## src/rtl/cdr_pkg.sv

```systemverilog
// Shared types and arithmetic helpers for the oversampling CDR.
// Pure package: no state, no latency, no flow control.
package cdr_pkg;
   typedef enum logic [1:0] {
      ADJ_NONE = 2'd0,
      ADJ_HOLD = 2'd1,
      ADJ_SKIP = 2'd2
   } adj_t;

   typedef enum logic {
      HUNT   = 1'b0,
      LOCKED = 1'b1
   } lock_t;

   // Position within the symbol folded to a signed offset from the expected boundary.
   function automatic int err_fold(input int p, input int osr);
      return (p <= (osr - 1) / 2) ? p : p - osr;
   endfunction

   function automatic int sat_add(input int a, input int b, input int w);
      int s;
      int hi;
      int lo;
      s  = a + b;
      hi = (1 << (w - 1)) - 1;
      lo = -(1 << (w - 1));
      if (s > hi) return hi;
      if (s < lo) return lo;
      return s;
   endfunction
endpackage

```

## src/rtl/cdr_ted.sv

```systemverilog
// Transition detector, error fold, timing accumulator and once-per-symbol correction decision.
// o_adj/o_bad are combinational on the current sample, o_err is registered; state moves only when i_flag=1.
module cdr_ted
   import cdr_pkg::*;
#(
   parameter int OSR   = 5,
   parameter int ACC_W = 4,
   parameter int TH    = 3,
   parameter int PW    = $clog2(OSR),
   parameter int EW    = $clog2(OSR) + 1
) (
   input  logic          i_clk,
   input  logic          i_rst,
   input  logic          i_clr,
   input  logic          i_flag,
   input  logic          i_phase,
   input  logic [PW-1:0] i_ph,
   output logic [1:0]    o_adj,
   output logic [EW-1:0] o_err,
   output logic          o_bad
);
   logic                    prev_q, prev_d;
   logic signed [ACC_W-1:0] acc_q, acc_d;
   logic                    held_q, held_d;
   logic [EW-1:0]           err_q, err_d;
   adj_t                    adj;
   logic                    trans;
   int                      e;
   int                      sum;

   always_comb begin
      prev_d = prev_q;
      acc_d  = acc_q;
      held_d = held_q;
      err_d  = err_q;
      adj    = ADJ_NONE;
      o_bad  = 1'b0;
      trans  = i_phase ^ prev_q;
      e      = err_fold(int'(i_ph), OSR);
      sum    = int'(acc_q);
      if (i_clr) begin
         prev_d = 1'b0;
         acc_d  = '0;
         held_d = 1'b0;
         err_d  = '0;
      end else if (i_flag) begin
         prev_d = i_phase;
         if (trans) begin
            sum   = sat_add(int'(acc_q), e, ACC_W);
            err_d = EW'(e);
            o_bad = (e > 1) || (e < -1);
         end
         acc_d = ACC_W'(sum);
         // A held OSR-1 sample is re-evaluated but may not correct twice in one symbol.
         if (int'(i_ph) == OSR - 1) begin
            if (!held_q && sum >= TH) begin
               adj    = ADJ_HOLD;
               acc_d  = '0;
               held_d = 1'b1;
            end else if (!held_q && sum <= -TH) begin
               adj   = ADJ_SKIP;
               acc_d = '0;
            end else begin
               held_d = 1'b0;
            end
         end
      end
   end

   always_ff @(posedge i_clk or negedge i_rst) begin
      if (!i_rst) begin
         prev_q <= 1'b0;
         acc_q  <= '0;
         held_q <= 1'b0;
         err_q  <= '0;
      end else begin
         prev_q <= prev_d;
         acc_q  <= acc_d;
         held_q <= held_d;
         err_q  <= err_d;
      end
   end

   assign o_adj = adj;
   assign o_err = err_q;
endmodule

```

## src/rtl/cdr_osr.sv

```systemverilog
// Oversampling CDR: phase counter, bit decision (single or 3-sample vote) and lock FSM around cdr_ted.
// Outputs registered, one cycle after the qualifying sample; no backpressure, i_flag gaps simply stall.
module cdr_osr
   import cdr_pkg::*;
#(
   parameter int OSR      = 5,
   parameter int ACC_W    = 4,
   parameter int TH       = 3,
   parameter int LOCK_N   = 8,
   parameter int UNLOCK_N = 4,
   parameter int VOTE     = 1
) (
   input  logic                   i_clk,
   input  logic                   i_rst,
   input  logic                   i_clr,
   input  logic                   i_flag,
   input  logic                   i_phase,
   output logic                   o_data,
   output logic                   o_flag,
   output logic                   o_lock,
   output logic [$clog2(OSR):0]   o_err,
   output logic [1:0]             o_adj
);
   localparam int C      = OSR / 2;
   localparam int PW     = $clog2(OSR);
   localparam int EW     = $clog2(OSR) + 1;
   localparam int GW     = $clog2(LOCK_N + 1);
   localparam int BW     = $clog2(UNLOCK_N + 1);
   localparam int DEC_PH = (VOTE != 0) ? C + 1 : C;

   logic [PW-1:0] ph_q, ph_d;
   logic          rep_q, rep_d;
   logic          s_lo_q, s_lo_d;
   logic          s_c_q, s_c_d;
   logic          data_q, data_d;
   logic          flag_q, flag_d;
   logic [1:0]    adj_q, adj_d;
   lock_t         lock_q, lock_d;
   logic [GW-1:0] good_q, good_d;
   logic [BW-1:0] bad_q, bad_d;
   logic          sym_bad_q, sym_bad_d;
   logic [1:0]    ted_adj_raw;
   adj_t          ted_adj;
   logic          ted_bad;
   logic          sym_bad;
   logic          maj;

   cdr_ted #(
      .OSR   (OSR),
      .ACC_W (ACC_W),
      .TH    (TH),
      .PW    (PW),
      .EW    (EW)
   ) u_ted (
      .i_clk   (i_clk),
      .i_rst   (i_rst),
      .i_clr   (i_clr),
      .i_flag  (i_flag),
      .i_phase (i_phase),
      .i_ph    (ph_q),
      .o_adj   (ted_adj_raw),
      .o_err   (o_err),
      .o_bad   (ted_bad)
   );

   assign ted_adj = adj_t'(ted_adj_raw);
   assign maj     = (s_lo_q & s_c_q) | (s_lo_q & i_phase) | (s_c_q & i_phase);
   assign sym_bad = sym_bad_q | ted_bad;

   always_comb begin
      ph_d      = ph_q;
      rep_d     = rep_q;
      s_lo_d    = s_lo_q;
      s_c_d     = s_c_q;
      data_d    = data_q;
      flag_d    = 1'b0;
      adj_d     = ADJ_NONE;
      lock_d    = lock_q;
      good_d    = good_q;
      bad_d     = bad_q;
      sym_bad_d = sym_bad_q;
      if (i_clr) begin
         ph_d      = '0;
         rep_d     = 1'b0;
         s_lo_d    = 1'b0;
         s_c_d     = 1'b0;
         data_d    = 1'b0;
         lock_d    = HUNT;
         good_d    = '0;
         bad_d     = '0;
         sym_bad_d = 1'b0;
      end else if (i_flag) begin
         adj_d = ted_adj_raw;
         rep_d = (ted_adj == ADJ_HOLD);
         if (int'(ph_q) == OSR - 1) begin
            case (ted_adj)
               ADJ_HOLD: ph_d = ph_q;
               ADJ_SKIP: ph_d = PW'(1);
               default:  ph_d = '0;
            endcase
         end else begin
            ph_d = ph_q + PW'(1);
         end
         if (int'(ph_q) == C - 1) s_lo_d = i_phase;
         if (int'(ph_q) == C)     s_c_d  = i_phase;
         if (int'(ph_q) == DEC_PH && !rep_q) begin
            flag_d = 1'b1;
            data_d = (VOTE != 0) ? maj : i_phase;
         end
         sym_bad_d = sym_bad;
         // Symbol end is the OSR-1 sample that is not followed by a hold.
         if (int'(ph_q) == OSR - 1 && ted_adj != ADJ_HOLD) begin
            sym_bad_d = 1'b0;
            if (lock_q == HUNT) begin
               if (sym_bad) begin
                  good_d = '0;
               end else if (int'(good_q) + 1 >= LOCK_N) begin
                  good_d = GW'(LOCK_N);
                  lock_d = LOCKED;
               end else begin
                  good_d = good_q + GW'(1);
               end
            end else begin
               if (!sym_bad) begin
                  bad_d = '0;
               end else if (int'(bad_q) + 1 >= UNLOCK_N) begin
                  bad_d  = '0;
                  good_d = '0;
                  lock_d = HUNT;
               end else begin
                  bad_d = bad_q + BW'(1);
               end
            end
         end
      end
   end

   always_ff @(posedge i_clk or negedge i_rst) begin
      if (!i_rst) begin
         ph_q      <= '0;
         rep_q     <= 1'b0;
         s_lo_q    <= 1'b0;
         s_c_q     <= 1'b0;
         data_q    <= 1'b0;
         flag_q    <= 1'b0;
         adj_q     <= ADJ_NONE;
         lock_q    <= HUNT;
         good_q    <= '0;
         bad_q     <= '0;
         sym_bad_q <= 1'b0;
      end else begin
         ph_q      <= ph_d;
         rep_q     <= rep_d;
         s_lo_q    <= s_lo_d;
         s_c_q     <= s_c_d;
         data_q    <= data_d;
         flag_q    <= flag_d;
         adj_q     <= adj_d;
         lock_q    <= lock_d;
         good_q    <= good_d;
         bad_q     <= bad_d;
         sym_bad_q <= sym_bad_d;
      end
   end

   assign o_data = data_q;
   assign o_flag = flag_q;
   assign o_lock = (lock_q == LOCKED);
   assign o_adj  = adj_q;
endmodule

```

## config.mk

```make
export PLATFORM = sky130hd
export DESIGN_NAME = cdr_osr
export DESIGN_NICKNAME = d
export VERILOG_FILES = /design/src/rtl/cdr_pkg.sv /design/src/rtl/cdr_ted.sv /design/src/rtl/cdr_osr.sv
export SDC_FILE = /design/constraint.sdc
export NUM_CORES = 1
export LEC_CHECK = 0
export ABC_AREA = 1
export BUFFER_PORTS_ARGS = -buffer_cell sky130_fd_sc_hd__buf_2
export CORE_MARGIN = 3
export CORE_UTILIZATION = 40
export DETAILED_ROUTE_END_ITERATION = 8
export PLACE_DENSITY_LB_ADDON = 0.3
export SLEW_MARGIN = 20
export SYNTH_ARGS = -nofsm -noshare
export SYNTH_HDL_FRONTEND = slang
export SYNTH_SLANG_ARGS = --single-unit
```

## constraint.sdc

```tcl
create_clock -name i_clk -period 7.2 [get_ports i_clk]
set_input_delay 0 -clock i_clk [delete_from_list [all_inputs] [get_ports i_clk]]
set_output_delay 0 -clock i_clk [all_outputs]
set_load 0.02 [all_outputs]
```

* Word level (Yosys, flattened, before mapping) *
Cells that the tools add are included.

word-level totals
  register bits after elaboration = 29
  memories kept = 0
  memory bits (read-only) = 0
  output and inout port bits = 9
  logic and storage cells = 158
  latch bits = 0
  input bits = 5
  memory bits (writable) = 0

operators by class
  multiplexer cells = 85
  div/mod/pow operators = 0
  bitwise gates (word level) = 7
  order comparisons = 9
  eq/ne operators = 11
  add/sub/neg operators = 7
  shift-type cells = 0
  reduce and logical (&&, ||, !) cells = 24
  $mul = 0

operators by type and width
  kind                                                                 number
  2-to-1 mux 32 bit                                                    7
  2-to-1 mux 4 bit                                                     16
  2-to-1 mux 1 bit                                                     44
  adder 4 x 32 -> 32 bit                                               1
  greater-or-equal comparator 32 x 3 -> 1 bit (second input constant)  1
  > comparator 32 x 2 -> 1 bit (second input constant)                 1
  > comparator 32 x 4 -> 1 bit (second input constant)                 1
  less-or-equal comparator 32 x 3 -> 1 bit (second input constant)     1
  less-than comparator 32 x 1 -> 1 bit (second input constant)         1
  less-than comparator 32 x 4 -> 1 bit (second input constant)         1
  2-to-1 mux 3 bit                                                     10
  nonzero test 2 bit                                                   8
  2-to-1 mux 2 bit                                                     7
  AND reduction 2 bit                                                  6
  equality test 3 bit (second input constant)                          3
  != test 3 x 2 -> 1 bit (second input constant)                       3
  adder 3 x 1 -> 3 bit (second input constant)                         2
  one-hot mux 3 bit (2 select lines)                                   1
  AND reduction 3 bit                                                  2
  adder 4 x 1 -> 5 bit (second input constant)                         1
  greater-or-equal comparator 5 x 4 -> 1 bit (second input constant)   1
  adder 3 x 1 -> 4 bit (second input constant)                         1
  adder 4 x 1 -> 4 bit (second input constant)                         1
  greater-or-equal comparator 4 x 3 -> 1 bit (second input constant)   1
  14 further kinds                                                     22

* Logic depth before layout (Yosys ltp) *
Gate-level depths: netlist (run 1).

  depth after elaboration = 29
  depth in mapped cells = 34
  mapped depth without buffers = 32

* By module *
From an unflattened synthesis (run 1), not the netlist that was laid out.

second synthesis, totals
  cell total of the unflattened synthesis = 386
  area total of the unflattened synthesis = 2,686.3 um2

by module, submodules not included
  module   instances  cells each  area an instance (um2)  seq. area each (um2)
  cdr_ted  1          247         1,604.0                 250.2
  cdr_osr  1          139         1,082.3                 475.5

* Worst setup path before layout (run 1) *
Ideal clock, no wire load.

  path type = register to register
  start point = register ph_q[0]
  end point = register bad_q[0]
  stages on the path, launching flop included = 33
  slack = 1,781 ps
  data required time = 7,083 ps
  buffers on the path = 3
  arrival time = 5,301 ps
  clock period less this slack = 5,419 ps
  setup time = 117 ps
  cell sequence = dfrtp_1 inv_1 ha_1 o21bai_4 xor2_1 ha_1 fa_1 nand2_1 nand2_1 o21ai_0 inv_1 ha_1 or2_2 ha_1 inv_1 nor4_1 nand4_1 nor3_1 nand3_1 ha_1 clkbuf_1 inv_1 clkbuf_1 nand2_1 o211ai_1 nand2_1 nor2_2 nand3_2 nand3_4 buf_8 nand3_4 nand2_1 nand2_1

on the way
  word-level cells in the longest chain between the ends = 25
  elaborated cells between the ends (all ways) = 48
  those cells by class = 2 x add/sub; 7 x order compare; 2 x eq/ne; 30 x mux; 1 x bitwise; 6 x reduce/logical

RTL lines
  item                                                                                         RTL line        text
  start, declared                                                                              cdr_osr.sv:31   logic [PW-1:0] ph_q, ph_d;
  start signal, assigned                                                                       cdr_osr.sv:152  ph_q <= ph_d;
  subtractor 3 x 3 -> 4 bit / less-or-equal comparator 3 x 2 -> 1 bit (equally long branches)  cdr_pkg.sv:17   return (p <= (osr - 1) / 2) ? p : p - osr;
  2-to-1 mux 32 bit                                                                            cdr_pkg.sv:17
  adder 4 x 32 -> 32 bit                                                                       cdr_pkg.sv:24   s = a + b;
  less-than comparator 32 x 4 -> 1 bit                                                         cdr_pkg.sv:28   if (s < lo) return lo;
  2-to-1 mux 1 bit (2 in series)                                                               cdr_pkg.sv:28
  2-to-1 mux 1 bit                                                                             cdr_ted.sv:48   if (trans) begin
  2-to-1 mux 1 bit                                                                             cdr_ted.sv:46   end else if (i_flag) begin
  2-to-1 mux 1 bit                                                                             cdr_ted.sv:41   if (i_clr) begin
  [8 not listed]                                                                               -
  2-to-1 mux 2 bit                                                                             cdr_ted.sv:56   if (!held_q && sum >= TH) begin
  2-to-1 mux 2 bit                                                                             cdr_ted.sv:55   if (int'(i_ph) == OSR - 1) begin
  2-to-1 mux 2 bit                                                                             cdr_ted.sv:46
  2-to-1 mux 2 bit                                                                             cdr_ted.sv:41
  != test 2 x 1 -> 1 bit                                                                       cdr_osr.sv:112  if (int'(ph_q) == OSR - 1 && ted_adj != ADJ_HOLD) begin
  logical AND 1 bit                                                                            cdr_osr.sv:112
  nonzero test 2 bit (no line)                                                                 -
  AND reduction 3 bit (no line)                                                                -
  end signal, assigned                                                                         cdr_osr.sv:149  bad_q <= '0;
  end signal, assigned                                                                         cdr_osr.sv:161  bad_q <= bad_d;
  end, declared                                                                                cdr_osr.sv:40   logic [BW-1:0] bad_q, bad_d;

Several ways; a longest one is shown, not always the timed one. The select of a mux whose other input is x is not followed.
A chain may end at the register's enable or synchronous reset.

* Final worst setup path (run 1) *
  start point = register ph_q[0]
  end point = register good_q[3]

on the way
  word-level cells in the longest chain between the ends = 25
  elaborated cells between the ends (all ways) = 49
  those cells by class = 2 x add/sub; 7 x order compare; 3 x eq/ne; 30 x mux; 1 x bitwise; 6 x reduce/logical

RTL lines
  item                                                                                         RTL line        text
  subtractor 3 x 3 -> 4 bit / less-or-equal comparator 3 x 2 -> 1 bit (equally long branches)  cdr_pkg.sv:17
  2-to-1 mux 32 bit                                                                            cdr_pkg.sv:17
  adder 4 x 32 -> 32 bit                                                                       cdr_pkg.sv:24
  less-than comparator 32 x 4 -> 1 bit                                                         cdr_pkg.sv:28
  2-to-1 mux 1 bit (2 in series)                                                               cdr_pkg.sv:28
  2-to-1 mux 1 bit                                                                             cdr_ted.sv:48
  2-to-1 mux 1 bit                                                                             cdr_ted.sv:46
  2-to-1 mux 1 bit                                                                             cdr_ted.sv:41
  [8 not listed]                                                                               -
  2-to-1 mux 2 bit                                                                             cdr_ted.sv:56
  2-to-1 mux 2 bit                                                                             cdr_ted.sv:55
  2-to-1 mux 2 bit                                                                             cdr_ted.sv:46
  2-to-1 mux 2 bit                                                                             cdr_ted.sv:41
  != test 2 x 1 -> 1 bit                                                                       cdr_osr.sv:112
  logical AND 1 bit                                                                            cdr_osr.sv:112
  nonzero test 2 bit (no line)                                                                 -
  AND reduction 4 bit (no line)                                                                -
  end signal, assigned                                                                         cdr_osr.sv:160  good_q <= good_d;
  end, declared                                                                                cdr_osr.sv:39   logic [GW-1:0] good_q, good_d;

Several ways; a longest one is shown, not always the timed one. The select of a mux whose other input is x is not followed.

==> results of run 1 <==
kinds of logic (layout without fill, tap and decap cells):
family	Yosys count	in the layout
xor gates and xnor gates	3	3
buffers and inverters	60	76
adders and majority gates	25	25
and+or+nand+nor	200	200
DFF	29	29
AOI/OAI and AO/OA	53	53
power by group through the flow:
stage | logic (mW) | registers [mW] | clock network [mW]
after floorplan | 0.212 | 0.188 | 0
after global placement | 0.264 | 0.190 | 0
after detailed placement | 0.263 | 0.189 | 0
after CTS | 0.266 | 0.187 | 0.137
after global routing | 0.301 | 0.189 | 0.143
final | 0.271 | 0.187 | 0.131
synth_stat cells, types with 3 or more instances:
cell	count	area share, %
nand3_1	25	4.8
or2_2	6	1.4
nand4_1	11	2.6
nand2_4	4	1.7
clkbuf_1	4	0.57
nand2_1	92	13
nor4_1	4	0.96
nor2_1	37	5.3
xor2_1	3	1.0
ha_1	24	11
nand3_4	3	2.0
a21oi_1	15	2.9
o211ai_1	5	1.4
nor2_2	4	0.96
o21ai_2	3	1.0
o21ai_1	3	0.57
nor3_1	4	0.77
o21ai_0	14	2.7
inv_1	51	7.3
dfrtp_1	29	28
nand2_2	4	0.96
state kept, by name, indices dropped and copies added (netlist names):
signal        count
bad_q             3
good_q            4
o_adj             2
o_data            1
o_flag            1
o_lock            1
ph_q              3
rep_q             1
s_c_q             1
s_lo_q            1
sym_bad_q         1
u_ted.acc_q       4
u_ted.held_q      1
u_ted.o_err       4
u_ted.prev_q      1
routing by layer:
metal  track usage (%)  share of wire, %  wire (µm)
met5                 0                 0          0
met4              2.12              0.33         19
met3              3.22               4.7        274
met2              22.8                42       2400
met1              24.2                53       3080
worst register-to-register path: cells and delay by family, from the launching register on:
kind                       cells  cell delay (ns)
AOI/OAI and AO/OA              1             0.27
adders and majority gates      6             1.72
buffers and inverters          4             0.61
DFF                            1             0.45
and+or+nand+nor               20             3.14
stage by stage:
step | instance area, µm² | utilization [%] | total power [mW] | instances | setup WS [ns]
after floorplan | 2620 | - | 0.400 | 370 | 1.78
after global placement | 2740 | 44.6 | 0.454 | 452 | 1.19
after detailed placement | 2740 | 44.6 | 0.453 | 452 | 1.07
after CTS | 2840 | 46.4 | 0.589 | 461 | 1.03
after global routing | 2840 | 46.4 | 0.632 | 461 | 0.355
final | 2840 | 46.4 | 0.589 | 461 | 0.926
timing repair:
action / CTS / global route
endpoints found under the hold margin: 30 / 0
endpoints found under the setup margin: 0 / 0
hold buffers: 2 / 0
worst paths after layout:
kind	startpoint	end	cells after the start
worst max-delay path	ph_q[0]$_DFFE_PN0P_	good_q[3]$_DFFE_PN0P_	31
worst min-delay path	i_phase	u_ted.prev_q$_DFFE_PN0P_	3
worst max register to register	ph_q[0]$_DFFE_PN0P_	good_q[3]$_DFFE_PN0P_	31
worst min register to register	bad_q[2]$_DFFE_PN0P_	bad_q[2]$_DFFE_PN0P_	2
max in group asynchronous	i_rst	o_data$_DFFE_PN0P_	2
min in group asynchronous	i_rst	good_q[2]$_DFFE_PN0P_	2
layout make-up:
cell class                      instances  area [µm²]  area share, %
Multi-Input combinational cell        281        1650           57.9
Sequential cell                        29         726           25.5
Inverter                               53         199           7.00
Tap cell                               75        93.8           3.30
Timing Repair Buffer                   16        92.6           3.26
Clock buffer                            7        86.3           3.04
==> impl_summary.log, run 1 <==
INFO  metric routed-via-count = approximately 2.4k
INFO  metric postcts_resize_cnt = 0
INFO  metric fillers = between 600 and 700
INFO  metric post_synthesis_adder_cell_area_fraction = 12.2%
INFO  metric violation_count_after_the_first_detailed_route_iteration = 135
INFO  metric yosys.area_share.xor_xnor = 1.00%
INFO  metric io_pins = 14
INFO  metric worst_slew_margin_rel = 55.5%
INFO  metric fp.coreArea = approximately 6100 µm²
INFO  metric crit_slowest_cell = dfrtp_1
INFO  metric largest_net_degree_at_the_start_of_global_routing = 30
INFO  metric leading_cell_type_in_the_layout_fill_and_taps_excluded = nand2_1
INFO  metric routedWlPerCell = 12.5 µm
INFO  metric postSynthCellCount = 370
INFO  metric setup_viol = 0
INFO  metric p_clk_share = about 22%
INFO  metric dpl.hpwl = 4460 µm
INFO  metric vdd_ir_drop_max = 0.0000997 V
INFO  metric worst_slew_pin_slew = 0.667 ns
INFO  metric fp.dieW = approximately 87 µm
INFO  metric kind_of_start_point_of_the_critical_path = flop
INFO  metric wirelength = 5770 µm
INFO  metric clkSlewWorstSetupHoldPaths = 0.06 ns
INFO  metric clock_latency = 0.27 ns
INFO  metric complex_gate_fraction_of_the_synthesized_area = 13.1%
INFO  metric worst_ep_arrival_time = 6.44 ns
INFO  metric cp-end-kind = flop
INFO  metric clockBufferDepth = 2
INFO  metric hold_class = in2reg
INFO  metric vias_per_cell = roughly 5.2
INFO  metric place_congestion = 0.940
INFO  metric floorplan.die_area = 7550 µm²
INFO  metric grt_first_pass_wirelength = 9500 µm
INFO  metric synth.avg_cell_area = 7.07 µm²
INFO  metric hold_ws = 0.0339 ns
INFO  metric post_route_cells_drive_above_1_share = 13.5%
INFO  metric layout-area-overhead-vs-synth = 8.66%
INFO  metric rows = 28
INFO  metric power.density_cell_area = 207 nW/µm²
INFO  metric postRouteAntennaNets = 0
INFO  metric share_of_cell_area_taken_by_muxes_after_synthesis = 0%
INFO  metric power.switching_fraction = 42.8%
INFO  metric post_synthesis_simple_gate_area_fraction = 36.6%
INFO  metric antenna_found_initial = 0
INFO  metric slew_violations = 0
INFO  metric layout_min_cycle_time = 6.27 ns
INFO  metric setup_total_negative_slack = 0 ns
INFO  metric power.switching = 252 µW
INFO  metric tritoncts.num_buffers = 5
INFO  metric layout_common_cells = 92 x nand2_1, 51 x inv_1, 37 x nor2_1, 29 x dfrtp_1, 25 x nand3_1
INFO  metric die_h = a little under 90 µm
INFO  metric critical_path.n_buffers_inverters = 4
INFO  metric finish.net_count = ~420
INFO  metric critPathMaxStageDelay = roughly 0.45 ns
INFO  metric remaining_drc_errors = 0
INFO  metric final_min_period_over_clock_period = 87.1%
INFO  metric yosys_warnings = 0
INFO  metric seq_power_share = 31.7%
INFO  metric postSynthNetCount = 400
INFO  metric cts_sinks = 29
INFO  metric power_leakage = 1.60 nW
INFO  metric synth_ff_type = dfrtp_1
INFO  metric grt_overflow = 0
INFO  metric mappedNetlistArea = between 2000 and 3000 µm²
INFO  metric worstPathRequired = 7.37 ns
INFO  metric synth.yosys.seq_area_share = 27.7%
INFO  metric synth.distinct_cells = 39
INFO  metric skew = roughly 0.0030 ns
INFO  metric synth_top_family_by_area = simple AND/OR/NAND/NOR gates
INFO  metric initial_utilization = 42.7%
INFO  metric diodes = 0
INFO  metric postSynth.asyncResetShare = 100%
INFO  metric number_of_flops_mapped_to_enable_cells_by_yosys = 0
INFO  metric cts_setup_buffers = 0
INFO  metric critical_path_class = reg2reg
INFO  metric ff_to_ff_setup_slack = 0.93 ns
INFO  metric groute.usage.overall = 15.6%
INFO  metric ys_ff_latch = 29
INFO  metric clock_tree_from_tritoncts = built
INFO  metric outcome = finished, final reports clean
INFO  metric detail_route.first_pass.iterations = 4
INFO  metric power.share.combinational = 46.0%
INFO  metric maxCapViolations = 0
INFO  metric first_global_vias = slightly above 2k
INFO  metric timing.final.hold_violations = 0
INFO  metric timing.fmax = approximately 160 MHz
INFO  metric power.internal = 337 µW
INFO  metric crit_path_max_fanout = 15
INFO  metric numPortBuffers = 13
INFO  metric cts-root-buf = clkbuf_8
INFO  metric htree_levels = 2
INFO  metric cpLargestDelayFamily = simple AND/OR/NAND/NOR gates
INFO  metric path_common_cell = nand3_1
INFO  metric grt_setup_unrepaired = false
(Power assumes the default switching activity.)
==> run 2: changes to the inputs <==
--- a/config.mk
+++ b/config.mk
@@ -7,8 +7,9 @@
 export LEC_CHECK = 0
 export ABC_AREA = 1
 export BUFFER_PORTS_ARGS = -buffer_cell sky130_fd_sc_hd__buf_2
+export CAP_MARGIN = 20
 export CORE_MARGIN = 3
-export CORE_UTILIZATION = 40
+export CORE_UTILIZATION = 45
 export DETAILED_ROUTE_END_ITERATION = 8
 export PLACE_DENSITY_LB_ADDON = 0.3
 export SLEW_MARGIN = 20
==> run 2 against run 1 <==
  * Via count down 0.42%
  * Critical path type unchanged
  * Fmax up 2.0%
  * Critical path depth unchanged
  * Routed wire length down 3.4%
  * Sequential share of layout area about the same
  * Sequential cell count unchanged
  * Non-clock buffer count down 1
  * Sequential power about the same
  * Register-to-register slack better by 0.12 ns
  * Largest power group unchanged
==> impl_summary.log, run 2 (synthesis gave the netlist of run 1 again) <==
INFO  metric detail_route.first_pass.iterations = 4
INFO  metric critical_path_class = reg2reg
INFO  metric cts-root-buf = clkbuf_8
INFO  metric diodes = 0
INFO  metric finish.net_count = 415
INFO  metric clock_latency = 0.28 ns
INFO  metric place_congestion = 0.915
INFO  metric cts_sinks = 29
INFO  metric largest_net_degree_at_the_start_of_global_routing = 30
INFO  metric antenna_found_initial = 0
INFO  metric hold_ws = 0.0205 ns
INFO  metric power_leakage = around 1.6 nW
INFO  metric cp-end-kind = flop
INFO  metric multiInputGateArea = approximately 1600 µm²
INFO  metric critical_path.reg2reg.startpoint = ph_q[0]$_DFFE_PN0P_
INFO  metric vdd_ir_drop_max = 0.000130 V
INFO  metric tritoncts.num_buffers = 5
INFO  metric dp_slack = 1.15 ns
INFO  metric numPortBuffers = 13
INFO  metric fillers = 561
INFO  metric grt_setup_unrepaired = false
INFO  metric timing.fmax = 163 MHz
INFO  metric global_route.usage.met3 = around 3.7%
INFO  metric maxCapViolations = 0
INFO  metric layout_min_cycle_time = 6.15 ns
INFO  metric fp.coreArea = 5570 µm²
INFO  metric worst_ep_arrival_time = 6.31 ns
INFO  metric seq_area = 726 µm²
INFO  metric numPlacedInstances = between 400 and 500
INFO  metric wirelength = between 5000 and 6000 µm
INFO  metric clockBufferDepth = 2
INFO  metric die_h = between 80 and 90 µm
INFO  metric leading_cell_type_in_the_layout_fill_and_taps_excluded = nand2_1
INFO  metric remaining_drc_errors = 0
INFO  metric io_pins = 14
INFO  metric routedWlPerCell = 12.2 µm
INFO  metric violation_count_after_the_first_detailed_route_iteration = 169
INFO  metric layout-area-overhead-vs-synth = 8.80%
INFO  metric clock_tree_from_tritoncts = built
INFO  metric kind_of_start_point_of_the_critical_path = flop
INFO  metric postRouteAntennaNets = 0
INFO  metric first_global_vias = about 2.1k
INFO  metric floorplan.die_area = ~6800 µm²
INFO  metric grt-busiest-layer = met2
INFO  metric cpLargestDelayFamily = simple AND/OR/NAND/NOR gates
INFO  metric cts_setup_buffers = 0
INFO  metric worst_slew_pin_slew = around 0.93 ns
INFO  metric vias_per_cell = 5.17
INFO  metric critPathMaxStageDelay = 0.45 ns
INFO  metric routed-via-count = 2,369
INFO  metric worstPathRequired = 7.36 ns
INFO  metric crit_slowest_cell = dfrtp_1
INFO  metric timing.final.hold_violations = 0
INFO  metric skew = 0.00627 ns
INFO  metric hold_class = in2reg
INFO  metric grtUsageMet1 = between 20% and 30%
INFO  metric grt_first_pass_wirelength = 9500 µm
INFO  metric worst_setup_path_startpoint = ph_q[0]$_DFFE_PN0P_
INFO  metric outcome = finished, final reports clean
INFO  metric instances_no_fill = 458
INFO  metric final_min_period_over_clock_period = 85.4%
INFO  metric groute.usage.overall = 18.0%
INFO  metric worst_slew_margin_rel = a little under two fifths
INFO  metric fp.dieW = 82.3 µm
INFO  metric post_route_cells_drive_above_1_share = 13.7%
INFO  metric final_critical_path_setup_slack = 1.05 ns
INFO  metric setup_total_negative_slack = 0 ns
INFO  metric htree_levels = 2
INFO  metric crit_path_max_fanout = 15
INFO  metric layout_common_cells = 92 x nand2_1, 51 x inv_1, 37 x nor2_1, 29 x dfrtp_1, 25 x nand3_1
INFO  metric critical_path.n_buffers_inverters = 4
INFO  metric clkSlewWorstSetupHoldPaths = around 0.060 ns
INFO  metric grt_overflow = 0
INFO  metric initial_utilization = approximately 47%
INFO  metric timing.hold.worst.start = i_phase
INFO  metric slew_violations = 0
INFO  metric power.density_cell_area = ~210 nW/µm²
INFO  metric setup_viol = 0
INFO  metric dpl.hpwl = 4420 µm
INFO  metric rows = 27
INFO  metric grt_util_met2 = 27.2%
==> run 2: cell count changes in the layout (fill, tap and decap cells not counted), sizes merged <==
cell    previous run  this run
buf               14        13
clkinv             0         1
==> run 2: path summary, 6_finish.rpt <==
kind / cells after the start / end / slack [ns]
worst max-delay path: 31 / ph_q[2]$_DFFE_PN0P_ / 1.05
worst min-delay path: 3 / u_ted.prev_q$_DFFE_PN0P_ / 0.02
worst max register to register: 31 / ph_q[2]$_DFFE_PN0P_ / 1.05
worst min register to register: 2 / u_ted.prev_q$_DFFE_PN0P_ / 0.50
max in group asynchronous: 2 / u_ted.acc_q[1]$_DFFE_PN0P_ / 6.50
min in group asynchronous: 2 / good_q[1]$_DFFE_PN0P_ / 0.28
==> run 2: worst min-delay path, cell delays in order <==
cell	delay, ns
buf_2	0.11
nand2_1	0.09
nand2_1	0.07
==> run 2: cell type report <==
class | count | share of cell area [%]
well taps | 72 | 3.16
multi-input cells | 281 | 57.8
inverters | 53 | 6.99
repair buffers | 15 | 2.99
clock buffers | 7 | 3.38
flip-flops and latches | 29 | 25.5
clock inverters | 1 | 0.176
==> run 2: what timing repair did <==
item	CTS	global route
gates resized for setup	0	0
hold endpoints to repair	30	0
hold buffers	2	0
==> run 2: report_power, final <==
part	leakage, nW	switching (mW)	internal (mW)	total [mW]
Combinational	1.15	0.178	0.0874	0.266
Sequential	0.397	0.0130	0.174	0.187
Clock	0.0542	0.0603	0.0862	0.146
==> run 2: per-layer routing <==
layer | share of wire [%] | vias to the layer above
met5 | 0 | -
met4 | 0.52 | 0
met3 | 5.3 | 4
met2 | 43 | 60
met1 | 51 | 1059
li1 | - | 1246
==> run 2: stage by stage <==
step           util [%]  cell area (µm²)  power [mW]
6_report           51.1             2850       0.599
5_1_grt            51.1             2850       0.646
3_3_place_gp       48.9             2730       0.451
3_5_place_dp       48.9             2730       0.450
2_1_floorplan         -             2620       0.400
4_1_cts            51.1             2850       0.599
